## config.mk

```make
export PLATFORM = sky130hd
export DESIGN_NAME = wb_axi_bridge_flat
export DESIGN_NICKNAME = d
export VERILOG_FILES = /design/src/rtl/wb_axi_bridge_pkg.sv /design/src/rtl/wb_axi_bridge_if.sv /design/src/rtl/wb_axi_bridge_fifo.sv /design/src/rtl/wb_axi_bridge.sv /design/src/flat_wrapper.sv
export SDC_FILE = /design/constraint.sdc
export NUM_CORES = 1
export LEC_CHECK = 0
export BUFFER_PORTS_ARGS = -buffer_cell sky130_fd_sc_hd__buf_2
export CAP_MARGIN = 10
export CORE_MARGIN = 2
export CORE_UTILIZATION = 52
export DETAILED_ROUTE_END_ITERATION = 16
export MAX_ROUTING_LAYER = met4
export PLACE_DENSITY = 0.89
export SYNTH_ARGS = -nofsm -noshare
export SYNTH_HDL_FRONTEND = slang
export SYNTH_SLANG_ARGS = --single-unit
export TNS_END_PERCENT = 5
```

## constraint.sdc

```tcl
create_clock -name wb_clk_i -period 4.58 [get_ports wb_clk_i]
set_input_delay 0 -clock wb_clk_i [delete_from_list [all_inputs] [get_ports wb_clk_i]]
set_output_delay 0 -clock wb_clk_i [all_outputs]
set_load 0.05 [all_outputs]
```

## src/rtl/wb_axi_bridge_pkg.sv

```systemverilog
// wb_axi_bridge_pkg: shared types and constants for the Wishbone to
// AXI4-Lite / AXI4-Stream bridge.
//   state_e      bridge FSM states
//   *_OFF        default register offsets inside the decode window
//   ERR_PATTERN  read data returned when a bus wait is aborted
package wb_axi_bridge_pkg;

  typedef enum logic [2:0] {
    ST_IDLE,
    ST_WR,
    ST_RADDR,
    ST_RDATA,
    ST_SSWAIT,
    ST_SMWAIT,
    ST_ACK
  } state_e;

  localparam logic [11:0] SS_OFF   = 12'h080;
  localparam logic [11:0] SM_OFF   = 12'h084;
  localparam logic [11:0] SSL_OFF  = 12'h088;
  localparam logic [11:0] STAT_OFF = 12'h08C;

  localparam logic [31:0] ERR_PATTERN = 32'hDEAD_BEEF;

endpackage

```

## src/rtl/wb_axi_bridge_if.sv

```systemverilog
// wb_axi_bridge_if: every bus the bridge touches, bundled.
//   Wishbone slave side : wb_valid, wbs_we_i, wbs_sel_i, wbs_dat_i, wbs_adr_i,
//                         wbs_ack_o, wbs_dat_o
//   AXI-Lite master     : aw*, w* (no B channel), ar*, r*
//   AXIS master (ss_*)  : stream out of the posted FIFO
//   AXIS slave  (sm_*)  : stream popped by reads of the SM offset
// modport slave  - the bridge's view (it is the Wishbone slave)
// modport master - the surrounding system: WB master, AXI slave, AXIS peers
interface wb_axi_bridge_if #(
  parameter int pADDR_WIDTH = 12,
  parameter int pDATA_WIDTH = 32
);
  logic                     wb_valid;
  logic                     wbs_we_i;
  logic [pDATA_WIDTH/8-1:0] wbs_sel_i;
  logic [pDATA_WIDTH-1:0]   wbs_dat_i;
  logic [31:0]              wbs_adr_i;
  logic                     wbs_ack_o;
  logic [pDATA_WIDTH-1:0]   wbs_dat_o;

  logic                     awvalid, awready;
  logic [pADDR_WIDTH-1:0]   awaddr;
  logic                     wvalid, wready;
  logic [pDATA_WIDTH-1:0]   wdata;
  logic [pDATA_WIDTH/8-1:0] wstrb;

  logic                     arvalid, arready;
  logic [pADDR_WIDTH-1:0]   araddr;
  logic                     rvalid, rready;
  logic [pDATA_WIDTH-1:0]   rdata;

  logic                     ss_tvalid, ss_tready, ss_tlast;
  logic [pDATA_WIDTH-1:0]   ss_tdata;
  logic                     sm_tvalid, sm_tready, sm_tlast;
  logic [pDATA_WIDTH-1:0]   sm_tdata;

  modport slave (
    input  wb_valid, wbs_we_i, wbs_sel_i, wbs_dat_i, wbs_adr_i,
    output wbs_ack_o, wbs_dat_o,
    output awvalid, awaddr, wvalid, wdata, wstrb, input awready, wready,
    output arvalid, araddr, rready, input arready, rvalid, rdata,
    output ss_tvalid, ss_tdata, ss_tlast, input ss_tready,
    output sm_tready, input sm_tvalid, sm_tdata, sm_tlast
  );

  modport master (
    output wb_valid, wbs_we_i, wbs_sel_i, wbs_dat_i, wbs_adr_i,
    input  wbs_ack_o, wbs_dat_o,
    input  awvalid, awaddr, wvalid, wdata, wstrb, output awready, wready,
    input  arvalid, araddr, rready, output arready, rvalid, rdata,
    input  ss_tvalid, ss_tdata, ss_tlast, output ss_tready,
    input  sm_tready, output sm_tvalid, sm_tdata, sm_tlast
  );
endinterface

```

## src/rtl/wb_axi_bridge_fifo.sv

```systemverilog
// bridge_fifo: synchronous FIFO for the posted stream-out path.
//   clk, rst      clock, asynchronous active-high reset (flushes)
//   push, din     write side; a push while full is taken only with a pop
//   pop, dout     read side; dout is 0 while empty
//   full, empty   status flags
//   count         entries held (0..DEPTH)
module bridge_fifo #(
  parameter int WIDTH = 33,
  parameter int DEPTH = 4
) (
  input  logic                       clk,
  input  logic                       rst,
  input  logic                       push,
  input  logic [WIDTH-1:0]           din,
  input  logic                       pop,
  output logic [WIDTH-1:0]           dout,
  output logic                       full,
  output logic                       empty,
  output logic [$clog2(DEPTH):0]     count
);
  localparam int AW = $clog2(DEPTH);

  logic [WIDTH-1:0] mem [DEPTH];
  logic [AW-1:0]    wr_ptr, rd_ptr;
  logic             do_push, do_pop;

  assign full    = (count == (AW+1)'(DEPTH));
  assign empty   = (count == '0);
  assign do_pop  = pop && !empty;
  assign do_push = push && (!full || do_pop);
  // Gate the read port so the stream data reads 0 after reset/flush.
  assign dout    = empty ? '0 : mem[rd_ptr];

  always_ff @(posedge clk) begin
    if (do_push) mem[wr_ptr] <= din;
  end

  always_ff @(posedge clk or posedge rst) begin
    if (rst) begin
      wr_ptr <= '0;
      rd_ptr <= '0;
      count  <= '0;
    end else begin
      if (do_push) wr_ptr <= wr_ptr + 1'b1;
      if (do_pop)  rd_ptr <= rd_ptr + 1'b1;
      case ({do_push, do_pop})
        2'b10:   count <= count + 1'b1;
        2'b01:   count <= count - 1'b1;
        default: ;
      endcase
    end
  end
endmodule

```

## src/rtl/wb_axi_bridge.sv

```systemverilog
// wb_axi_bridge: Wishbone slave to AXI4-Lite master + AXI4-Stream bridge.
//   wb_clk_i  clock
//   wb_rst_i  asynchronous active-high reset
//   bus       wb_axi_bridge_if.slave: WB slave, AXI-Lite master (AW/W/AR/R),
//             AXIS master ss_* fed from a posted FIFO, AXIS slave sm_*
// Decode inside [pBASE, pBASE + 2^pADDR_WIDTH): status register, stream-out
// push (with/without tlast), stream-in pop, everything else goes to AXI-Lite.
// Every wait state is bounded by a timeout that aborts with ERR_PATTERN.
module wb_axi_bridge
  import wb_axi_bridge_pkg::*;
#(
  parameter int                     pADDR_WIDTH = 12,
  parameter int                     pDATA_WIDTH = 32,
  parameter logic [31:0]            pBASE       = 32'h3000_3000,
  parameter logic [pADDR_WIDTH-1:0] pSS_OFF     = pADDR_WIDTH'(SS_OFF),
  parameter logic [pADDR_WIDTH-1:0] pSSL_OFF    = pADDR_WIDTH'(SSL_OFF),
  parameter logic [pADDR_WIDTH-1:0] pSM_OFF     = pADDR_WIDTH'(SM_OFF),
  parameter logic [pADDR_WIDTH-1:0] pSTAT_OFF   = pADDR_WIDTH'(STAT_OFF),
  parameter int                     pSS_DEPTH   = 4,
  parameter int                     pTIMEOUT    = 255
) (
  input logic             wb_clk_i,
  input logic             wb_rst_i,
  wb_axi_bridge_if.slave  bus
);
  localparam int CW = $clog2(pSS_DEPTH) + 1;
  // Abort on the edge that completes pTIMEOUT waiting cycles.
  localparam logic [7:0] TMO_LAST = 8'(pTIMEOUT - 1);
  localparam logic [pDATA_WIDTH-1:0] ERR_DAT = pDATA_WIDTH'(ERR_PATTERN);

  state_e                 state;
  logic [31:0]            off_full;
  logic [pADDR_WIDTH-1:0] off;
  logic                   in_win, hit_stat, hit_ss, hit_sm, is_last;
  logic                   fifo_push, fifo_pop, fifo_full, fifo_empty;
  logic [CW-1:0]          fifo_cnt;
  logic [pDATA_WIDTH:0]   fifo_dout;
  logic                   err, sm_last;
  logic [7:0]             tmo_cnt;
  logic                   tmo_hit;
  logic [pDATA_WIDTH-1:0] status;

  always_comb begin
    off_full = bus.wbs_adr_i - pBASE;
    in_win   = (off_full >> pADDR_WIDTH) == 32'd0;
    off      = off_full[pADDR_WIDTH-1:0];
    hit_stat = (off == pSTAT_OFF);
    hit_ss   = !hit_stat && ((off == pSS_OFF) || (off == pSSL_OFF));
    hit_sm   = !hit_stat && !hit_ss && (off == pSM_OFF);
    is_last  = (off == pSSL_OFF);
    tmo_hit  = (tmo_cnt == TMO_LAST);

    // Push happens on the decode edge when there is room, otherwise from
    // SSWAIT; wbs_dat_i/adr are still held by the master in SSWAIT.
    fifo_push = 1'b0;
    case (state)
      ST_IDLE:   fifo_push = bus.wb_valid && in_win && hit_ss && bus.wbs_we_i && !fifo_full;
      ST_SSWAIT: fifo_push = !fifo_full;
      default:   ;
    endcase

    status              = '0;
    status[0]           = err;
    status[1]           = sm_last;
    status[8 +: 4]      = 4'(fifo_cnt);
  end

  assign fifo_pop      = bus.ss_tvalid && bus.ss_tready;
  assign bus.ss_tvalid = !fifo_empty;
  assign bus.ss_tdata  = fifo_dout[pDATA_WIDTH-1:0];
  assign bus.ss_tlast  = fifo_dout[pDATA_WIDTH];
  // Ready only while waiting and only when data is offered: exactly one beat.
  assign bus.sm_tready = (state == ST_SMWAIT) && bus.sm_tvalid;

  bridge_fifo #(
    .WIDTH (pDATA_WIDTH + 1),
    .DEPTH (pSS_DEPTH)
  ) u_ss_fifo (
    .clk   (wb_clk_i),
    .rst   (wb_rst_i),
    .push  (fifo_push),
    .din   ({is_last, bus.wbs_dat_i}),
    .pop   (fifo_pop),
    .dout  (fifo_dout),
    .full  (fifo_full),
    .empty (fifo_empty),
    .count (fifo_cnt)
  );

  // Handshake completion takes priority over the timeout on the same edge:
  // a beat that actually transferred must not be reported as aborted.
  always_ff @(posedge wb_clk_i or posedge wb_rst_i) begin
    if (wb_rst_i) begin
      state         <= ST_IDLE;
      bus.wbs_ack_o <= 1'b0;
      bus.wbs_dat_o <= '0;
      bus.awvalid   <= 1'b0;
      bus.awaddr    <= '0;
      bus.wvalid    <= 1'b0;
      bus.wdata     <= '0;
      bus.wstrb     <= '0;
      bus.arvalid   <= 1'b0;
      bus.araddr    <= '0;
      bus.rready    <= 1'b0;
      err           <= 1'b0;
      sm_last       <= 1'b0;
      tmo_cnt       <= '0;
    end else begin
      case (state)
        ST_IDLE: if (bus.wb_valid) begin
          tmo_cnt <= '0;
          if (!in_win || (hit_ss && !bus.wbs_we_i) || (hit_sm && bus.wbs_we_i)) begin
            state         <= ST_ACK;
            bus.wbs_ack_o <= 1'b1;
            bus.wbs_dat_o <= '0;
          end else if (hit_stat) begin
            if (bus.wbs_we_i && bus.wbs_dat_i[0]) err <= 1'b0;
            state         <= ST_ACK;
            bus.wbs_ack_o <= 1'b1;
            bus.wbs_dat_o <= bus.wbs_we_i ? '0 : status;
          end else if (hit_ss) begin
            if (fifo_full) state <= ST_SSWAIT;
            else begin
              state         <= ST_ACK;
              bus.wbs_ack_o <= 1'b1;
              bus.wbs_dat_o <= '0;
            end
          end else if (hit_sm) begin
            state <= ST_SMWAIT;
          end else if (bus.wbs_we_i) begin
            state       <= ST_WR;
            bus.awvalid <= 1'b1;
            bus.wvalid  <= 1'b1;
            bus.awaddr  <= off;
            bus.wdata   <= bus.wbs_dat_i;
            bus.wstrb   <= bus.wbs_sel_i;
          end else begin
            state       <= ST_RADDR;
            bus.arvalid <= 1'b1;
            bus.araddr  <= off;
          end
        end

        ST_WR: begin
          if (bus.awready) bus.awvalid <= 1'b0;
          if (bus.wready)  bus.wvalid  <= 1'b0;
          if ((!bus.awvalid || bus.awready) && (!bus.wvalid || bus.wready)) begin
            state         <= ST_ACK;
            bus.wbs_ack_o <= 1'b1;
            bus.wbs_dat_o <= '0;
          end else if (tmo_hit) begin
            bus.awvalid   <= 1'b0;
            bus.wvalid    <= 1'b0;
            err           <= 1'b1;
            state         <= ST_ACK;
            bus.wbs_ack_o <= 1'b1;
            bus.wbs_dat_o <= ERR_DAT;
          end else tmo_cnt <= tmo_cnt + 8'd1;
        end

        ST_RADDR: begin
          if (bus.arready) begin
            bus.arvalid <= 1'b0;
            bus.rready  <= 1'b1;
            tmo_cnt     <= '0;
            state       <= ST_RDATA;
          end else if (tmo_hit) begin
            bus.arvalid   <= 1'b0;
            err           <= 1'b1;
            state         <= ST_ACK;
            bus.wbs_ack_o <= 1'b1;
            bus.wbs_dat_o <= ERR_DAT;
          end else tmo_cnt <= tmo_cnt + 8'd1;
        end

        ST_RDATA: begin
          if (bus.rvalid) begin
            bus.rready    <= 1'b0;
            state         <= ST_ACK;
            bus.wbs_ack_o <= 1'b1;
            bus.wbs_dat_o <= bus.rdata;
          end else if (tmo_hit) begin
            bus.rready    <= 1'b0;
            err           <= 1'b1;
            state         <= ST_ACK;
            bus.wbs_ack_o <= 1'b1;
            bus.wbs_dat_o <= ERR_DAT;
          end else tmo_cnt <= tmo_cnt + 8'd1;
        end

        ST_SSWAIT: begin
          if (!fifo_full) begin
            state         <= ST_ACK;
            bus.wbs_ack_o <= 1'b1;
            bus.wbs_dat_o <= '0;
          end else if (tmo_hit) begin
            err           <= 1'b1;
            state         <= ST_ACK;
            bus.wbs_ack_o <= 1'b1;
            bus.wbs_dat_o <= ERR_DAT;
          end else tmo_cnt <= tmo_cnt + 8'd1;
        end

        ST_SMWAIT: begin
          if (bus.sm_tvalid) begin
            sm_last       <= bus.sm_tlast;
            state         <= ST_ACK;
            bus.wbs_ack_o <= 1'b1;
            bus.wbs_dat_o <= bus.sm_tdata;
          end else if (tmo_hit) begin
            err           <= 1'b1;
            state         <= ST_ACK;
            bus.wbs_ack_o <= 1'b1;
            bus.wbs_dat_o <= ERR_DAT;
          end else tmo_cnt <= tmo_cnt + 8'd1;
        end

        ST_ACK: begin
          bus.wbs_ack_o <= 1'b0;
          bus.wbs_dat_o <= '0;
          state         <= ST_IDLE;
        end

        default: state <= ST_IDLE;
      endcase
    end
  end
endmodule

```

## src/flat_wrapper.sv

```systemverilog
// flat-port wrapper written by rule: the top's interface ports become plain ports
module wb_axi_bridge_flat import wb_axi_bridge_pkg::*;
#(
  parameter int                     pADDR_WIDTH = 12,
  parameter int                     pDATA_WIDTH = 32,
  parameter logic [31:0]            pBASE       = 32'h3000_3000,
  parameter logic [pADDR_WIDTH-1:0] pSS_OFF     = pADDR_WIDTH'(SS_OFF),
  parameter logic [pADDR_WIDTH-1:0] pSSL_OFF    = pADDR_WIDTH'(SSL_OFF),
  parameter logic [pADDR_WIDTH-1:0] pSM_OFF     = pADDR_WIDTH'(SM_OFF),
  parameter logic [pADDR_WIDTH-1:0] pSTAT_OFF   = pADDR_WIDTH'(STAT_OFF),
  parameter int                     pSS_DEPTH   = 4,
  parameter int                     pTIMEOUT    = 255
)
  (wb_clk_i, wb_rst_i, bus_wb_valid, bus_wbs_we_i, bus_wbs_sel_i, bus_wbs_dat_i, bus_wbs_adr_i, bus_wbs_ack_o, bus_wbs_dat_o, bus_awvalid, bus_awaddr, bus_wvalid, bus_wdata, bus_wstrb, bus_awready, bus_wready, bus_arvalid, bus_araddr, bus_rready, bus_arready, bus_rvalid, bus_rdata, bus_ss_tvalid, bus_ss_tdata, bus_ss_tlast, bus_ss_tready, bus_sm_tready, bus_sm_tvalid, bus_sm_tdata, bus_sm_tlast);
  wb_axi_bridge_if #(.pADDR_WIDTH(pADDR_WIDTH), .pDATA_WIDTH(pDATA_WIDTH)) bus_i ();
  input logic wb_clk_i;
  input logic wb_rst_i;
  input wire logic [$bits(bus_i.wb_valid)-1:0] bus_wb_valid;
  input wire logic [$bits(bus_i.wbs_we_i)-1:0] bus_wbs_we_i;
  input wire logic [$bits(bus_i.wbs_sel_i)-1:0] bus_wbs_sel_i;
  input wire logic [$bits(bus_i.wbs_dat_i)-1:0] bus_wbs_dat_i;
  input wire logic [$bits(bus_i.wbs_adr_i)-1:0] bus_wbs_adr_i;
  output wire logic [$bits(bus_i.wbs_ack_o)-1:0] bus_wbs_ack_o;
  output wire logic [$bits(bus_i.wbs_dat_o)-1:0] bus_wbs_dat_o;
  output wire logic [$bits(bus_i.awvalid)-1:0] bus_awvalid;
  output wire logic [$bits(bus_i.awaddr)-1:0] bus_awaddr;
  output wire logic [$bits(bus_i.wvalid)-1:0] bus_wvalid;
  output wire logic [$bits(bus_i.wdata)-1:0] bus_wdata;
  output wire logic [$bits(bus_i.wstrb)-1:0] bus_wstrb;
  input wire logic [$bits(bus_i.awready)-1:0] bus_awready;
  input wire logic [$bits(bus_i.wready)-1:0] bus_wready;
  output wire logic [$bits(bus_i.arvalid)-1:0] bus_arvalid;
  output wire logic [$bits(bus_i.araddr)-1:0] bus_araddr;
  output wire logic [$bits(bus_i.rready)-1:0] bus_rready;
  input wire logic [$bits(bus_i.arready)-1:0] bus_arready;
  input wire logic [$bits(bus_i.rvalid)-1:0] bus_rvalid;
  input wire logic [$bits(bus_i.rdata)-1:0] bus_rdata;
  output wire logic [$bits(bus_i.ss_tvalid)-1:0] bus_ss_tvalid;
  output wire logic [$bits(bus_i.ss_tdata)-1:0] bus_ss_tdata;
  output wire logic [$bits(bus_i.ss_tlast)-1:0] bus_ss_tlast;
  input wire logic [$bits(bus_i.ss_tready)-1:0] bus_ss_tready;
  output wire logic [$bits(bus_i.sm_tready)-1:0] bus_sm_tready;
  input wire logic [$bits(bus_i.sm_tvalid)-1:0] bus_sm_tvalid;
  input wire logic [$bits(bus_i.sm_tdata)-1:0] bus_sm_tdata;
  input wire logic [$bits(bus_i.sm_tlast)-1:0] bus_sm_tlast;
  assign bus_i.wb_valid = bus_wb_valid;
  assign bus_i.wbs_we_i = bus_wbs_we_i;
  assign bus_i.wbs_sel_i = bus_wbs_sel_i;
  assign bus_i.wbs_dat_i = bus_wbs_dat_i;
  assign bus_i.wbs_adr_i = bus_wbs_adr_i;
  assign bus_wbs_ack_o = bus_i.wbs_ack_o;
  assign bus_wbs_dat_o = bus_i.wbs_dat_o;
  assign bus_awvalid = bus_i.awvalid;
  assign bus_awaddr = bus_i.awaddr;
  assign bus_wvalid = bus_i.wvalid;
  assign bus_wdata = bus_i.wdata;
  assign bus_wstrb = bus_i.wstrb;
  assign bus_i.awready = bus_awready;
  assign bus_i.wready = bus_wready;
  assign bus_arvalid = bus_i.arvalid;
  assign bus_araddr = bus_i.araddr;
  assign bus_rready = bus_i.rready;
  assign bus_i.arready = bus_arready;
  assign bus_i.rvalid = bus_rvalid;
  assign bus_i.rdata = bus_rdata;
  assign bus_ss_tvalid = bus_i.ss_tvalid;
  assign bus_ss_tdata = bus_i.ss_tdata;
  assign bus_ss_tlast = bus_i.ss_tlast;
  assign bus_i.ss_tready = bus_ss_tready;
  assign bus_sm_tready = bus_i.sm_tready;
  assign bus_i.sm_tvalid = bus_sm_tvalid;
  assign bus_i.sm_tdata = bus_sm_tdata;
  assign bus_i.sm_tlast = bus_sm_tlast;
  wb_axi_bridge #(.pADDR_WIDTH(pADDR_WIDTH), .pDATA_WIDTH(pDATA_WIDTH), .pBASE(pBASE), .pSS_OFF(pSS_OFF), .pSSL_OFF(pSSL_OFF), .pSM_OFF(pSM_OFF), .pSTAT_OFF(pSTAT_OFF), .pSS_DEPTH(pSS_DEPTH), .pTIMEOUT(pTIMEOUT)) u_core (.wb_clk_i(wb_clk_i), .wb_rst_i(wb_rst_i), .bus(bus_i));
endmodule
```

==> impl_metrics.csv, run 1 <==
group,metric,value,unit
drt,vias_per_cell,6.00,
synth,synth_seq_cells,249,
drt,num_vias,8655,
timing,period_minus_slack,3.29,ns
layout,area_growth,32.7,%
setup_path,rr_startpoint,"u_core.state[1]$_DFFE_PP0P_",
setup_path,start_kind,"register",
setup_path,critPathMaxStageDelay,0.86,ns
layout,multiInputGateArea,3760,sq um
timing,final.setup.tns,0,ns
pwr,p_int,5.05,mW
timing,slew_violations,0,
pwr,p_sw,3.40,mW
synth,yosysWarnings,0,
setup_path,worstPathRequired,5.05,ns
placement,hpwl,17300,microns
floorplanning,dieHeight,149,microns
worst_hold_path,whs_path_depth,4,
cts,clock_sinks,249,
setup_path,cp_top_family,"compound AO/OA/AOI/OAI gates",
setup_path,path_buf_inv,1,
pwr,power.density,580,nW/um^2
cts,clock_path_buffers,3,
timing,period_share,71.7,%
synth,yosys.cell_count.top_type,"edfxtp_1",
pwr,ir_worst_vdd,0.000296,V
worst_hold_path,hp-start,"bus_rvalid",
global_routing,grt_util_all_layers,27.8,%
drt,wl_per_cell,21.4,microns
outcome,status,"finished clean",
setup_path,rr_worst_depth,5,
floorplanning,rows,53,
cts,cts-htree-levels,1,
setup_path,end_kind,"register",
synth,ys_seq_area_share,62.7,%
layout,layout.nets,1299,
cts,ctsResizeCount,0,
cts,numCtsBuffers,25,
cts,path_clk_slew,0.07,ns
cts,root_buffer,"clkbuf_16",
timing,slew_headroom,22.8,%
synth,syn_nets,912,
floorplanning,die_w,149,microns
timing,skew,0.0145,ns
drt,dr_wl_met2,15300,microns
setup_path,slowest_stage,"a2111oi_4",
cts,clk_latency,0.53,ns
synth,synthDistinctLibCells,69,
pwr,clockPowerShare,23.8,%
global_routing,grt_max_degree,78,
floorplanning,die-area,22300,sq um
placement,placement.cell_area,12500,sq um
synth,synth_top_area_share,36.1,%
global_routing,grt_pass1_vias,8724,
timing,finalHoldViolCount,0,
synth,ys_top_cells_by_count,"132 x edfxtp_1, 117 x dfrtp_1, 51 x mux2_2, 44 x a21oi_1, 42 x nand2_1",
pwr,swShare,40.2,%
setup_path,crit_fanout,21,
worst_hold_path,hp-class,"in2reg",
floorplanning,io_pins,275,
pwr,p_leak,6.33,nW
global_routing,grt_antenna_before_repair,1,
synth,synth_edf_count,132,
synth,synth_top_area_cell,"edfxtp_1",
synth,synth_area_leaders,"edfxtp_1 36%, dfrtp_1 27%, mux4_2 6.8%",
synth,async_reset_ff_share,47.0,%
setup_path,crit_type,"reg2reg",
timing,worst_pin_slew,1.16,ns
global_routing,grt_pass1_wl,46700,microns
timing,fin_hold_ws,0.0302,ns
synth,syn_area_per_cell,14.4,sq um
setup_path,rrSetupSlack,1.30,ns
synth,ys.flop_type,"edfxtp_1",
placement,gp_congestion,0.837,
layout,nFillCells,1257,
setup_path,reg2reg_to,"u_core.bus.wbs_dat_o[6]$_DFFE_PP0P_",
placement,io_buffer_count,274,
drt,top_layer,"met4",
drt,drc,0,
setup_path,arrival,3.75,ns
timing,max_freq,304,MHz
setup_path,crit_chain,"or3_1 -> a2111oi_4 -> nor3_2 -> a21oi_1 -> dlygate4sd3_1",
global_routing,overflow,0,
drt,routed_wl,30900,microns
floorplanning,core,20900,sq um
timing,rsz0062_at_grt,"no",
layout,final_cell_area,14600,sq um
timing,setup_viol,0,
synth,syn_area,11000,sq um
cts,cts_tree,"built",
drt,routed-wl-met3,2640,microns
drt,met1Wirelength,11200,microns
pwr,sequentialPowerShare,35.2,%
layout,seq_area,6890,sq um
drt,ant_nets,0,
synth,syn_inst,761,
layout,drive_gt1_share,36.8,%
drt,dr.pass1.iters,6,
worst_hold_path,min_to,"u_core.bus.wbs_ack_o$_DFFE_PP0P_",
run,maxCapViolations,0,
drt,drt_iter0_drc,859,
pwr,power_frac_comb,41.0,%
floorplanning,start_util,52.6,%
## sequential cells by signal, summed over array words and instances, names as in the netlist, 2 cells and up
| signal | count |
|---|---|
| u_core.u_ss_fifo.wr_ptr | 2 |
| u_core.u_ss_fifo.rd_ptr | 2 |
| u_core.tmo_cnt | 8 |
| u_core.bus.awaddr | 12 |
| u_core.bus.araddr | 12 |
| u_core.u_ss_fifo.count | 3 |
| u_core.bus.wstrb | 4 |
| u_core.state | 3 |
| u_core.bus.wdata | 32 |
| u_core.u_ss_fifo.mem | 132 |
| u_core.bus.wbs_dat_o | 32 |
## through the flow
step	setup slack, ns	instances	util, %	power (mW)
6_report	1.30	1443	69.8	8.45
5_1_grt	1.14	1443	69.8	8.77
2_1_floorplan	1.18	761	-	5.45
3_5_place_dp	1.54	1268	59.8	6.20
4_1_cts	1.21	1441	69.7	8.34
3_3_place_gp	1.66	1268	59.8	6.10
## worst max-delay path by stage
stage	from	end	slack (ns)	cells after the start
final	u_core.state[1]$_DFFE_PP0P_	u_core.bus.wbs_dat_o[6]$_DFFE_PP0P_	1.30	5
after global routing	u_core.state[2]$_DFFE_PP0P_	u_core.bus.wbs_dat_o[24]$_DFFE_PP0P_	1.14	6
after CTS	u_core.state[1]$_DFFE_PP0P_	u_core.bus.wbs_dat_o[6]$_DFFE_PP0P_	1.21	6
after detailed placement	u_core.state[0]$_DFFE_PP0P_	u_core.u_ss_fifo.mem[2][22]$_DFFE_PP_	1.54	5
after global placement	u_core.state[0]$_DFFE_PP0P_	u_core.u_ss_fifo.mem[2][21]$_DFFE_PP_	1.66	5
after floorplan	u_core.state[1]$_DFFE_PP0P_	u_core.u_ss_fifo.mem[2][0]$_DFFE_PP_	1.18	6
## final cells by class
cell class	count	share of cell area [%]
inverters	16	0.429
diodes	1	0.0172
repair buffers	410	18.6
clock inverters	12	0.815
clock buffers	34	4.66
flip-flops and latches	249	47.3
well taps	275	2.36
multi-input cells	446	25.8
## cell families after synthesis
group                    after synthesis  share of synthesized area, %
flip-flops                           249                          62.7
buffers and inverters                 66                          3.17
AO/OA/AOI/OAI                        181                          11.0
AND/OR/NAND/NOR                      153                          8.17
adder cells (fa/ha/maj)                8                         0.979
multiplexers                          98                          13.4
XOR/XNOR                               6                         0.478
## power groups by stage
stage	Sequential, mW	Combinational (mW)	Clock, mW
after floorplan	3.03	2.42	0
after detailed placement	3.00	3.20	0
final	2.97	3.47	2.01
after CTS	2.96	3.36	2.02
after global routing	3.01	3.64	2.12
after global placement	2.97	3.13	0
## layer usage
metal | up-vias | track usage (%)
met5 | - | -
met4 | 0 | 12.9
met3 | 173 | 4.83
met2 | 597 | 46.4
met1 | 4166 | 33.1
li1 | 3719 | -
## worst register-to-register path, cell delays in order, from the launching register on
cell and delay (ns):
dfrtp_1 0.61, or3_1 0.61, a2111oi_4 0.86, nor3_2 0.32, a21oi_1 0.27, dlygate4sd3_1 0.58
## cell usage in the layout (no fill, tap or decap), drive strengths merged, types with 4 or more instances in the layout
cell type / netlist / final
o21ai: 29 / 29
a21o: 4 / 4
o21a: 8 / 8
buf: 23 / 283
nand2b: 4 / 4
clkbuf: 27 / 34
a21oi: 45 / 45
dlygate4sd3: 0 / 127
a221oi: 5 / 5
o211ai: 7 / 7
nor2: 11 / 11
nand2: 42 / 42
mux4: 33 / 33
nor4: 9 / 9
o31ai: 7 / 7
nor2b: 7 / 7
inv: 16 / 18
and2: 37 / 37
mux2: 63 / 63
clkinv: 0 / 6
dfrtp: 117 / 117
nor3: 8 / 8
ha: 7 / 7
edfxtp: 132 / 132
nand3: 11 / 11
a22oi: 29 / 29
a31oi: 31 / 31
## what timing repair did
action                    CTS  global route
hold buffers              127             0
buffers inserted            0             0
hold endpoints to repair  311             0
Power figures use the tool's default switching activity.
==> inputs of run 2 (changes only) <==
- ABC_AREA: not set -> 1
- CORE_UTILIZATION: 52 -> 49
- PLACE_DENSITY: 0.89 -> 0.88
- clock period: 4.58 -> 2.9 ns (I/O delays scaled with it)
==> run 2 against run 1 <==
Net effect: worst hold slack got worse by 0.014 ns; sequential cell count unchanged; critical endpoint is now u_core.bus.wbs_dat_o[25]$_DFFE_PP0P_; combinational power increased by 91%; synthesized area increased by 5.7%; highest routed layer unchanged; largest cell class unchanged.
==> impl_metrics.csv, run 2 <==
group,metric,value,unit
outcome,status,"finished clean",
timing,skew,0.0174,ns
run,maxCapViolations,0,
pwr,p_leak,7.03,nW
layout,mostFrequentLayoutCells,"274 x buf_2, 265 x nand2_1, 196 x nor2_1",
timing,period_share,96.9,%
layout,largest_register_ff_count,132,
floorplanning,dieHeight,158,microns
setup_path,arrival,3.28,ns
synth,synth_seq_cells,249,
setup_path,slowest_stage,"dlygate4sd3_1",
placement,dp_cells,1818,
drt,drt_iter0_drc,963,
synth,synth_top_area_cell,"edfxtp_1",
layout,layout.nets,1797,
floorplanning,rows,56,
setup_path,crit_type,"reg2reg",
cts,clk_latency,0.53,ns
layout,seq_area,6890,sq um
setup_path,cp_common_cell,"nand2_1",
synth,synth_top_area_share,34.1,%
synth,ys_top_cells_by_count,"266 x nand2_1, 201 x nor2_1, 135 x o21ai_0, 132 x edfxtp_1, 117 x dfrtp_1",
synth,syn_inst,1261,
setup_path,crit_fanout,26,
placement,gp_congestion,0.982,
global_routing,grt_pass1_wl,54200,microns
timing,max_freq,356,MHz
layout,fin_cells,1985,
synth,syn_nets,1412,
synth,async_reset_ff_share,47.0,%
global_routing,grt_pass1_vias,11100,
layout,largestRegisters,"u_core.u_ss_fifo.mem: 132 flops, u_core.bus.wbs_dat_o: 32 flops, u_core.bus.wdata: 32 flops",
synth,yosysWarnings,0,
synth,ys_seq_area_share,59.4,%
setup_path,end_kind,"register",
cts,cts_tree,"built",
drt,vias_per_cell,5.56,
floorplanning,io_pins,275,
layout,regMostFlops,"u_core.u_ss_fifo.mem",
global_routing,overflow,0,
setup_path,critPathMaxStageDelay,0.59,ns
timing,worst_pin_slew,1.22,ns
drt,ant_nets,0,
cts,clock_path_buffers,3,
drt,drc,0,
synth,ys.flop_type,"edfxtp_1",
placement,dp_slack,0.246,ns
layout,layout_commonest_cell,"buf_2",
layout,area_growth,33.3,%
synth,synth_edf_count,132,
synth,synth_area_leaders,"edfxtp_1 34%, dfrtp_1 25%, nand2_1 8.6%",
layout,multiInputGateArea,4160,sq um
drt,num_vias,11000,
global_routing,use_met2,48.6,%
floorplanning,core,23300,sq um
layout,drive_gt1_share,23.4,%
global_routing,grt_antenna_before_repair,0,
pwr,power.density,942,nW/um^2
placement,io_buffer_count,274,
floorplanning,start_util,49.8,%
floorplanning,die-area,24900,sq um
synth,syn_area_per_cell,9.21,sq um
cts,cts-htree-levels,1,
timing,setup_viol,0,
cts,path_clk_slew,0.06,ns
timing,slew_headroom,18.5,%
global_routing,grt_max_degree,68,
timing,slew_violations,0,
synth,syn_area,11600,sq um
layout,post-route-util,66.3,%
global_routing,grt_util_all_layers,28.4,%
placement,hpwl,21200,microns
floorplanning,die_w,158,microns
synth,yosys.cell_count.top_type,"nand2_1",
worst_hold_path,hp-class,"in2reg",
layout,n_antenna_cell,0,
synth,synthDistinctLibCells,44,
global_routing,grtUsageMet3,5.01,%
timing,final.setup.tns,0,ns
timing,finalWorstSetupSlack,0.0893,ns
setup_path,crit_chain,"inv_1 -> nand2_1 -> nor2_1 -> nand2_1 -> inv_2 -> buf_6 -> a22oi_1 -> dlygate4sd3_1 -> o21ai_0 -> nand2_1 -> nand2_1",
global_routing,grt-busiest-layer,"met2",
pwr,ir_worst_vdd,0.000699,V
cts,numCtsBuffers,26,
setup_path,start_kind,"register",
timing,finalHoldViolCount,0,
timing,period_minus_slack,2.81,ns
drt,wl_per_cell,17.7,microns
cts,post_cts_buffers,0,
setup_path,worstPathRequired,3.37,ns
layout,nFillCells,1655,
cts,clock_sinks,249,
global_routing,grt.met1_usage,32.4,%
drt,routed_wl,35200,microns
drt,dr.pass1.iters,6,
cts,root_buffer,"clkbuf_16",
-- run 2: cell types whose count changed after synthesis, sizes merged, moves of 33 or more --
cell	before	now
nand2	42	282
nor2	11	214
o21ai	29	147
inv	16	87
mux2	63	0
nand3	11	66
and2	37	0
mux4	33	0
-- run 2: path summary, 6_finish.rpt --
check                                                  from  cells after the start  slack (ns)                              endpoint
hold / removal                              bus_sm_tdata[4]                      5        0.02   u_core.bus.wbs_dat_o[4]$_DFFE_PP0P_
min in group asynchronous                          wb_rst_i                      3        0.24       u_core.bus.wdata[4]$_DFFE_PP0P_
max in group asynchronous                          wb_rst_i                      4        1.80         u_core.tmo_cnt[1]$_DFFE_PP0P_
hold reg to reg            u_core.bus.wdata[25]$_DFFE_PP0P_                      2        0.47      u_core.bus.wdata[25]$_DFFE_PP0P_
setup / recovery                u_core.state[1]$_DFFE_PP0P_                     11        0.09  u_core.bus.wbs_dat_o[25]$_DFFE_PP0P_
setup reg to reg                u_core.state[1]$_DFFE_PP0P_                     11        0.09  u_core.bus.wbs_dat_o[25]$_DFFE_PP0P_
-- run 2: cell type report --
cell class,instances,share of cell area (%)
Timing Repair Buffer,417,18.2
Clock inverter,15,1.20
Multi-Input combinational cell,865,26.9
Clock buffer,33,4.44
Tap cell,319,2.58
Inverter,87,2.18
Sequential cell,249,44.5
-- run 2: per-stage QoR --
step | cell area (sq um) | hold WS, ns | total power [mW]
final | 15500 | 0.0162 | 14.6
after global routing | 15500 | 0.0463 | 15.3
after CTS | 15500 | 0.00419 | 14.4
after detailed placement | 13400 | 0.225 | 10.8
after global placement | 13400 | 0.219 | 10.6
after floorplan | 11600 | 0.0989 | 9.06
-- run 2: critical path: cells and delay by family, from the launching register on --
family	cells	cell delay, ns
buffers and inverters	4	1.22
AND/OR/NAND/NOR	5	0.86
flip-flops	1	0.43
AO/OA/AOI/OAI	2	0.24
-- run 2: cells by family (layout without fill, tap and decap cells) --
| kind of cell | after synthesis | in the layout | share of synthesized area [%] |
|---|---|---|---|
| adders and majority gates | 8 | 8 | 0.927 |
| xor gates and xnor gates | 6 | 6 | 0.453 |
| muxes | 1 | 1 | 0.0862 |
| and+or+nand+nor | 606 | 606 | 22.3 |
| DFF | 249 | 249 | 59.4 |
| buffers and inverters | 147 | 552 | 5.28 |
| AOI/OAI and AO/OA | 244 | 244 | 11.6 |
-- run 2: routing by layer --
metal | wire (microns) | vias up | share of wire (%)
met5 | 0 | - | 0
met4 | 1570 | 0 | 4.5
met3 | 3440 | 132 | 9.8
met2 | 17500 | 718 | 50
met1 | 12600 | 5173 | 36
li1 | - | 5015 | -
-- run 2: report_power, final --
part | leakage (nW) | switching, mW | total, mW | internal [mW]
clock | 0.430 | 1.35 | 3.38 | 2.03
combinational | 3.82 | 4.87 | 6.64 | 1.77
sequential | 2.78 | 0.321 | 4.54 | 4.22
total | 7.03 | 6.54 | 14.6 | 8.03
-- run 2: repair_timing --
item	CTS	global route
setup endpoints to repair	0	29
endpoints found under the hold margin	271	0
resized for setup	0	9
hold buffers	119	0
==> inputs of run 3 (changes only) <==
- CORE_UTILIZATION: 49 -> 30
- GPL_TIMING_DRIVEN: not set -> 0
- PLACE_DENSITY: 0.88 -> 0.62
==> run 3 against run 2 <==
Net effect: largest power group unchanged; sequential power is 1% lower; total power up 1.3%; non-clock buffer count rose by 48; count of clock-buffer cells in the layout down 2; maximum frequency is 4.0% higher; sequential share of layout area shrank 1.5 points; global-route usage shrank 9.8 points; clock power is 5% higher; highest routed layer unchanged; utilization fell by 25 points.
==> impl_metrics.csv, run 3 (synthesis gave the netlist of run 2 again) <==
group,metric,value,unit
pwr,power.density,921,nW/um^2
setup_path,reg2reg_to,"u_core.u_ss_fifo.count[1]$_DFFE_PP0P_",
layout,layout_commonest_cell,"buf_2",
drt,vias_per_cell,4.73,
placement,dp_slack,-0.266,ns
placement,gp_congestion,0.874,
timing,finalWorstSetupSlack,0.198,ns
drt,drt_iter0_drc,629,
setup_path,crit_fanout,7,
cts,clock_path_buffers,3,
worst_hold_path,hp-start,"bus_wbs_adr_i[20]",
global_routing,grt_pass1_wl,58100,microns
timing,worst_pin_slew,0.797,ns
floorplanning,die-area,40300,sq um
placement,hpwl,26000,microns
worst_hold_path,whs_path_depth,8,
floorplanning,dieHeight,201,microns
setup_path,worstSetupStartpoint,"u_core.state[0]$_DFFE_PP0P_",
timing,slew_headroom,46.9,%
layout,multiInputGateArea,4170,sq um
layout,post-route-util,41.7,%
layout,nFillCells,3761,
cts,root_buffer,"clkbuf_16",
setup_path,arrival,3.16,ns
timing,period_minus_slack,2.70,ns
layout,regMostFlops,"u_core.u_ss_fifo.mem",
drt,dr.pass1.iters,7,
outcome,status,"finished clean",
global_routing,grt_max_degree,33,
timing,skew,0.00998,ns
setup_path,rr_startpoint,"u_core.state[0]$_DFFE_PP0P_",
global_routing,overflow,0,
cts,cts_tree,"built",
global_routing,grt_pass1_vias,10600,
floorplanning,die_w,201,microns
floorplanning,start_util,30.2,%
placement,io_buffer_count,273,
timing,finalHoldViolCount,0,
worst_hold_path,hp-class,"in2reg",
timing,period_share,93.2,%
drt,wl_per_cell,16.6,microns
timing,max_freq,370,MHz
drt,num_vias,10600,
setup_path,crit_type,"reg2reg",
layout,drive_gt1_share,24.2,%
run,maxCapViolations,0,
floorplanning,core,38500,sq um
floorplanning,io_pins,275,
drt,drc,0,
pwr,power.total,14.8,mW
timing,setup_viol,0,
global_routing,grt_antenna_before_repair,3,
floorplanning,rows,72,
layout,mostFrequentLayoutCells,"285 x buf_2, 264 x nand2_1, 195 x nor2_1",
worst_hold_path,min_to,"u_core.bus.wbs_dat_o[8]$_DFFE_PP0P_",
setup_path,rr_worst_depth,13,
drt,routed_wl,37200,microns
cts,cts-htree-levels,1,
layout,area_growth,38.0,%
layout,largestRegisters,"u_core.u_ss_fifo.mem: 132 flops, u_core.bus.wbs_dat_o: 32 flops, u_core.bus.wdata: 32 flops",
cts,clk_latency,0.54,ns
setup_path,rrSetupSlack,0.20,ns
layout,largest_register_ff_count,132,
placement,placement.cell_area,13800,sq um
pwr,p_leak,7.21,nW
setup_path,start_kind,"register",
setup_path,worstPathRequired,3.36,ns
global_routing,grt_util_all_layers,18.6,%
timing,fin_hold_ws,0.0909,ns
layout,layout.nets,1847,
layout,final_cell_area,16000,sq um
cts,path_clk_slew,0.06,ns
cts,clock_sinks,249,
drt,ant_nets,0,
pwr,ir_worst_vdd,0.000430,V
setup_path,end_kind,"register",
layout,seq_area,6890,sq um
cts,numCtsBuffers,28,
timing,slew_violations,0,
run 3: cell types whose count changed in the layout (fill, tap and decap cells not counted), sizes merged:
cell         previous run  this run
clkbuf                 33        65
buf                   298       310
diode                   0         3
inv                    83        86
clkinv                 12        14
clkinvlp                3         5
dlygate4sd3           119       121
bufinv                  4         3
run 3: worst max-delay path by stage:
stage	end	slack (ns)	cells past startpoint
final	u_core.u_ss_fifo.count[1]$_DFFE_PP0P_	0.20	13
after floorplan	u_core.u_ss_fifo.mem[0][0]$_DFFE_PP_	-0.05	10
after CTS	bus_ss_tdata[18]	0.009	8
after global placement	u_core.u_ss_fifo.mem[3][10]$_DFFE_PP_	-1.17	10
after detailed placement	u_core.u_ss_fifo.count[1]$_DFFE_PP0P_	-0.27	13
after global routing	u_core.u_ss_fifo.count[1]$_DFFE_PP0P_	-0.008	13
run 3: layer usage:
metal,routed length (microns),track usage [%],part of all wire (%)
met5,0,-,0
met4,784,4.71,2.1
met3,2990,3.28,8.0
met2,18100,31.6,49
met1,15400,23.0,41
run 3: timing repair:
| action | CTS | global route |
|---|---|---|
| endpoints found under the setup margin | 113 | 157 |
| gates resized for setup | 5 | 29 |
| pin swaps | 1 | 3 |
| hold buffers | 121 | 0 |
| endpoints found under the hold margin | 258 | 0 |
| buffers inserted | 1 | 3 |
| cloned | 0 | 0 |
run 3: metrics by stage:
stage               instances  setup TNS (ns)
floorplan                1261           -6.36
global placement         2052         -148.81
detailed placement       2060          -16.04
CTS                      2234               0
global route             2239        -0.00785
finish                   2239               0
run 3: critical path, cell delays in order (launching register included):
cell	delay [ns]
dfrtp_2	0.45
nor2_4	0.14
inv_1	0.09
nor2_4	0.17
inv_2	0.11
nor3_4	0.20
nor3b_4	0.20
nand4_1	0.13
nand2_2	0.16
inv_4	0.09
ha_1	0.21
inv_1	0.12
fa_1	0.40
o21ai_0	0.16
run 3: cell type report:
cell class	instances	share of cell area [%]
buffer	59	1.86
multi-input combinational	865	26.0
clock buffer	31	4.44
inverter	87	2.08
timing repair buffer	406	17.2
sequential	249	43.0
clock inverter	21	1.28
antenna	3	0.0469
tap	518	4.04
run 3: where the power goes:
group	switching [mW]	total, mW	internal (mW)
clock	1.50	3.55	2.04
sequential	0.255	4.48	4.22
combinational	4.96	6.73	1.77
